[config.mk]
export PLATFORM = sky130hd
export DESIGN_NAME = fetch_stage
export DESIGN_NICKNAME = d
export VERILOG_FILES = /design/src/rtl/common_pkg.sv /design/src/rtl/pipes_pkg.sv /design/src/rtl/fetch_stage.sv
export SDC_FILE = /design/constraint.sdc
export NUM_CORES = 1
export LEC_CHECK = 0
export CAP_MARGIN = 20
export CORE_MARGIN = 2
export CORE_UTILIZATION = 44
export DETAILED_ROUTE_END_ITERATION = 10
export PLACE_DENSITY = 0.77
export RECOVER_POWER = 100
export SLEW_MARGIN = 40
export SYNTH_ARGS = -nofsm -noshare
export SYNTH_HDL_FRONTEND = slang
export SYNTH_SLANG_ARGS = --single-unit
[constraint.sdc]
create_clock -name clk -period 1.77 [get_ports clk]
set_clock_uncertainty 0.1 [all_clocks]
set_input_delay 0.354 -clock clk [delete_from_list [all_inputs] [get_ports clk]]
set_output_delay 0.354 -clock clk [all_outputs]
set_load 0.005 [all_outputs]
[src/rtl/common_pkg.sv]
// Shared word types and constants used across the pipeline.
package common;

    typedef logic [63:0] u64;
    typedef logic [31:0] u32;

    localparam u32 NOP_INSTR = 32'h0000_0013;

endpackage

[src/rtl/pipes_pkg.sv]
// Pipeline-stage types shared between the fetch stage and its neighbours.
package pipes;

    import common::*;

    typedef enum logic [1:0] {
        IDLE,
        BUSY,
        HOLD,
        DROP
    } fetch_state_t;

    // Used for both the F/D register and the fetch skid buffer.
    typedef struct packed {
        logic valid;
        u64   pc;
        u32   instr;
        logic exc;
    } fetch_out_t;

endpackage

[src/rtl/fetch_stage.sv]
// Instruction fetch: one bus request per instruction, registered F/D output
// with a one-entry skid buffer, and the stall that paces the PC register.
module fetch_stage
    import common::*;
    import pipes::*;
(
    input  logic        clk,
    input  logic        reset,
    input  logic [63:0] pc,
    input  logic [63:0] pc_nxt,
    input  logic        flush,
    input  logic        d_stall,
    output logic        ireq_valid,
    output logic [63:0] ireq_addr,
    input  logic        iresp_data_ok,
    input  logic [31:0] iresp_data,
    output logic        pc_stall,
    output logic        f_valid,
    output logic [63:0] f_pc,
    output logic [31:0] f_instr,
    output logic        f_exc
);

    fetch_state_t state, state_nxt;
    u64           req_addr, req_addr_nxt;
    fetch_out_t   fd, skid, resp_entry, load_data;
    logic         misaligned, resp, accept, load, skid_capture;

    always_comb begin
        // NOTE: every signal driven here gets a default first, so no path can
        // leave one unassigned and infer a latch.
        state_nxt    = state;
        req_addr_nxt = req_addr;
        ireq_valid   = 1'b0;
        pc_stall     = 1'b1;
        load         = 1'b0;
        skid_capture = 1'b0;

        // A misaligned address never reaches the bus; it completes at once as a NOP.
        misaligned = (req_addr[1:0] != 2'b00);
        resp       = iresp_data_ok | misaligned;
        accept     = ~fd.valid | ~d_stall;

        resp_entry.valid = 1'b1;
        resp_entry.pc    = req_addr;
        resp_entry.instr = misaligned ? NOP_INSTR : iresp_data;
        resp_entry.exc   = misaligned;
        load_data        = resp_entry;

        case (state)
            IDLE: begin
                state_nxt    = BUSY;
                req_addr_nxt = flush ? pc_nxt : pc;
            end
            BUSY: begin
                ireq_valid = ~misaligned;
                if (flush) begin
                    if (resp) req_addr_nxt = pc_nxt;
                    else      state_nxt    = DROP;
                end else if (resp) begin
                    if (accept) begin
                        load         = 1'b1;
                        req_addr_nxt = pc_nxt;
                        pc_stall     = 1'b0;
                    end else begin
                        skid_capture = 1'b1;
                        state_nxt    = HOLD;
                    end
                end
            end
            HOLD: begin
                load_data = skid;
                if (flush || accept) begin
                    load         = ~flush;
                    req_addr_nxt = pc_nxt;
                    pc_stall     = 1'b0;
                    state_nxt    = BUSY;
                end
            end
            DROP: begin
                // The abandoned request stays on the bus until it completes.
                ireq_valid = 1'b1;
                if (iresp_data_ok) begin
                    req_addr_nxt = flush ? pc_nxt : pc;
                    state_nxt    = BUSY;
                end
            end
        endcase

        // The PC register must always take the redirect target.
        if (flush) pc_stall = 1'b0;
    end

    always_ff @(posedge clk) begin
        // NOTE: state updates use non-blocking assignments so every register
        // samples the values from before this edge.
        if (reset) begin
            state    <= IDLE;
            req_addr <= '0;
            fd       <= '0;
            skid     <= '0;
        end else begin
            state    <= state_nxt;
            req_addr <= req_addr_nxt;
            if (skid_capture) skid <= resp_entry;

            if (flush)                 fd.valid <= 1'b0;
            else if (fd.valid && d_stall) fd    <= fd;
            else if (load)             fd       <= load_data;
            else                       fd.valid <= 1'b0;
        end
    end

    assign ireq_addr = req_addr;
    assign f_valid   = fd.valid;
    assign f_pc      = fd.pc;
    assign f_instr   = fd.instr;
    assign f_exc     = fd.exc;

endmodule

### Yosys cells after proc, flatten, opt, wreduce, memory -nomap -nowiden

Index checks and enable logic that the tools add are counted.
W data, S select, Z words.

| storage, ports and cells | value |
|---|---|
| input port bits | 165 |
| word-level logic and storage cells | 67 |
| register bits | 262 |
| output and inout bits | 164 |

| cells by class | value |
|---|---|
| muxes and demuxes | 32 |
| equality and inequality tests | 10 |
| reductions and logical operators | 8 |
| bitwise gates (word level) | 7 |

Operators with widths:

| operator | count |
|---|---|
| $mux W64 | 7 |
| $pmux W64 S4 | 1 |
| $mux W98 | 1 |
| $mux W32 | 1 |
| $mux W1 | 12 |
| $mux W2 | 6 |
| $ne A3 B3 Y1 const B | 4 |
| $pmux W2 S4 | 1 |
| $ne A2 B2 Y1 const B | 3 |
| $pmux W1 S2 | 3 |
| $not A1 Y1 | 5 |
| $reduce_and A5 Y1 | 1 |
| $eq A2 B2 Y1 const B | 2 |
| $reduce_and A4 Y1 | 1 |
| $reduce_and A3 Y1 | 1 |
| $eq A2 B1 Y1 const B | 1 |
| $logic_not A2 Y1 | 1 |
| $or A1 B1 Y1 | 2 |
| $reduce_bool A2 Y1 | 1 |
| $reduce_or A2 Y1 | 1 |
| $logic_and A1 B1 Y1 | 1 |
| $logic_or A1 B1 Y1 | 1 |

### Logic depth before layout (Yosys ltp)

| depth | value |
|---|---|
| depth in word-level cells | 7 |
| depth in mapped cells | 10 |
| mapped depth without buffers | 6 |

### Least setup slack after synthesis

OpenSTA, ideal clock, no wires.

| timing path | value |
|---|---|
| path kind | register to register |
| start point | register state[1] |
| end point | register req_addr[53], in the netlist ireq_addr[53] |
| setup time | 146 ps |
| required time | 1524 ps |
| stages on the path, launching flop included | 10 |
| buffers on the path | 3 |
| slack | -161 ps |
| arrival time | 1685 ps |
| period minus slack after synthesis | 1931 ps |
| cells stage by stage | dfxtp_1 inv_1 ha_1 and4b_1 buf_2 a21oi_1 and2_1 buf_2 buf_6 a211oi_2 |

| on the way | value |
|---|---|
| word-level cells in the longest chain between the ends | 3 |
| elaborated cells on any way between the ends | 10 |
| those cells by class | 7 x eq/ne; 1 x mux; 2 x reduce/logical |

RTL lines:

| item | line | RTL |
|---|---|---|
| start, declared | fetch_stage.sv:24 | `fetch_state_t state, state_nxt;` |
| start signal, assigned | fetch_stage.sv:103 | `state <= state_nxt;` |
| $eq A2 B1 Y1 / $eq A2 B2 Y1 (equally long branches) | fetch_stage.sv:50 | `case (state)` |
| $ne A3 B3 Y1 (no line) / $ne A2 B2 Y1 (equally long branches) | -- |  |
| $reduce_and A4 Y1 (no line) | -- |  |
| end signal, assigned | fetch_stage.sv:104 | `req_addr <= req_addr_nxt;` |
| end, declared | fetch_stage.sv:25 | `u64 req_addr, req_addr_nxt;` |

Several ways; a longest one is shown, not always the timed one.
A chain may end at the register's enable or synchronous reset.

### Worst setup path after layout

| timing path | value |
|---|---|
| start point | register state[1] |
| end point | register req_addr[52], in the netlist ireq_addr[52] |

Same word-level chain as after synthesis.

==> impl_metrics.toml <==
[place]
port_buffers = 328
dp_slack_ns = -0.663
place_congestion = 0.835
dp_hpwl_um = 23800

[synthesis]
synth_cell_types = 35
synth.largest_area_cell = "dfxtp_1"
syn_avg_cell_area_um2 = 9.27
ys_top_cells_by_area = "dfxtp_1 45%, mux2i_1 11%, a211oi_2 7.6%, a21oi_1 7.0%, a211oi_1 5.8%"
syn-num-nets = 1429
yosysTopAreaCellShare_pct = 44.9
synth_cells = 1261
syn_area_mm2 = 0.0117
seq_area_frac_synth_pct = 44.9
yosys_warnings = 0
synth-seq-cells = 262

[power]
irDropWorstVdd_v = 0.000800
p_leak_nw = 7.97
powerDensity_mw_per_mm2 = 792

[route]
ant_nets = 0
drt-pass1-iter-count = 6
finalWirelength_um = 50500
wl_per_cell_um = 25.2
vias_per_cell = 5.98
drc = 0
routed-via-count = 12000
drt_iter0_drc = 934

[finish]
final_cell_mix = "201 x dfxtp_1, 163 x clkdlybuf4s50_1, 159 x dlygate4sd2_1"
num_antenna_cells = 0
final_nets = 1812
final_common_cell = "dfxtp_1"
num-fill-cells = 1466
area_delta_synth_final_pct = 73.2
drive_above_1_share_pct = 43.5

[worst_setup_path]
cp-endpoint = "ireq_addr[52]"
crit_start = "state[1]"
critPathCaptureType = "flip-flop"
critical_path_required_ns = 2.12
r2r_slack_ns = -0.45
crit_type = "reg2reg"
critPathArrivalTime_ns = 2.57
crit_fanout = 12
ff2ff_path_depth = 10
r2r_end = "ireq_addr[52]"
rr_startpoint = "state[1]"
startpoint_type = "flip-flop"

[floorplanning]
rows = 59
start_util_pct = 44.8
io_pins = 329
die_height_um = 167
die-area_mm2 = 0.0279
core_area_mm2 = 0.0261
dieWidth_um = 167

[timing]
fin_ws_ns = -0.445
fmax_ghz = 0.451
finalCritPeriodShare_pct = 125
worst_pin_slew_ns = 0.671
drv_slew = 0
min_period_ns = 2.22
fin_setup_tns_ns = -76.72
rsz0062_at_grt = "true"
holdWs_ns = 0.172
hold_viol = 0
setup_viol = 263
slew_headroom_pct = 55.3

[grt]
globalRouteTotalUtil_pct = 31.8
grt_pass1_vias = 12300
antenna_found_initial = 1
overflow = 0
grt_pass1_wl_um = 70900
grt_max_degree = 61

[job]
cap_violations = 0

[worst_hold_path]
min_path_type = "in2reg"
hold_path_depth = 2

[clock_network]
root_buffer = "clkbuf_16"
htree_levels = 1
cts_tree = "built"
clock-sinks = 262
cts_made_buffers = 28
clkTransAtPathRegs_ns = 0.06
clkLatencyLatePin_ns = 0.55
cts_max_path_buffers = 3

[run_status]
failed_checks = "negative setup slack"
status = "complete, but fails checks"
## sequential cells by signal, summed over array words and instances (netlist names)
signal	flops
ireq_addr	64
skid	98
f_exc	1
state	2
f_valid	1
f_pc	64
f_instr	32
## Yosys cell counts (all sizes together)
cell       n
clkbuf    53
and4b      1
buf      130
a22oi     30
o22ai      3
nand2b     4
a211oi   161
mux2i    129
nor3       2
a21oi    163
a31oi      1
o211ai     3
and3      30
or3        4
o32a       1
or2        1
a21o       1
a211o      1
a2111oi    1
nand3      1
o21ai      3
dfxtp    262
ha         3
nand2    132
inv        5
and2       2
nor2     134
## critical path, cell delays in order, from the launching register on
cell	delay (ns)
dfxtp_4	0.39
inv_4	0.04
ha_4	0.17
buf_6	0.12
and4b_2	0.29
a21oi_4	0.17
buf_12	0.13
buf_12	0.16
clkbuf_16	0.18
a21oi_1	0.10
a211oi_2	0.26
## per-stage QoR
step                util [%]  cells  instance area [um2]  power, W
floorplan                  -   1261                11800   0.00786
global placement        58.9   1825                15400   0.00904
detailed placement      58.9   1825                15400   0.00910
CTS                     74.5   1993                19400    0.0155
global route            77.6   2000                20200    0.0164
finish                  77.6   2000                20200    0.0160
## cells by family after synthesis
| group | count (synthesis) | share of synthesized area (%) |
|---|---|---|
| AOI/OAI and AO/OA | 368 | 23.1 |
| DFF | 262 | 44.9 |
| muxes | 129 | 11.1 |
| and+or+nand+nor | 311 | 11.0 |
| buffers and inverters | 188 | 9.61 |
| adders and majority gates | 3 | 0.321 |
## per-layer routing
metal / routed length, um / GRT usage, % / part of all wire, %
met5: 0 / 0 / 0
met4: 2570 / 12.9 / 5.1
met3: 4110 / 6.39 / 8.1
met2: 25000 / 56.1 / 50
met1: 18800 / 37.7 / 37
## cell type report
type / instances / area, um2 / share of cell area, %
multi-input combinational: 812 / 7180 / 35.5
timing repair buffer: 535 / 6310 / 31.2
sequential: 262 / 5340 / 26.4
clock buffer: 43 / 868 / 4.29
tap: 335 / 419 / 2.07
clock inverter: 8 / 92.6 / 0.458
inverter: 5 / 26.3 / 0.130
## report_power, final
part	total (W)	internal (W)	switching, W
registers	0.00650	0.00621	0.000297
clock network	0.00617	0.00365	0.00252
logic	0.00334	0.00177	0.00157
total	0.0160	0.0116	0.00439
## worst min path at each step
stage,slack [ns],end,startpoint
final,0.17,skid[77],reset
after global routing,0.20,skid[77],reset
after CTS,0.15,skid[12],reset
after detailed placement,0.35,skid[43],skid[43]
after global placement,0.34,skid[93],skid[93]
after floorplan,0.34,skid[33],skid[33]
## repair_timing
item	CTS	global route
pin swaps	162	127
endpoints found under the setup margin	421	267
hold buffers	0	0
gates resized for setup	583	236
cloned	45	11
hold endpoints to repair	0	0
setup buffers	72	20
(Power assumes the default switching activity.)
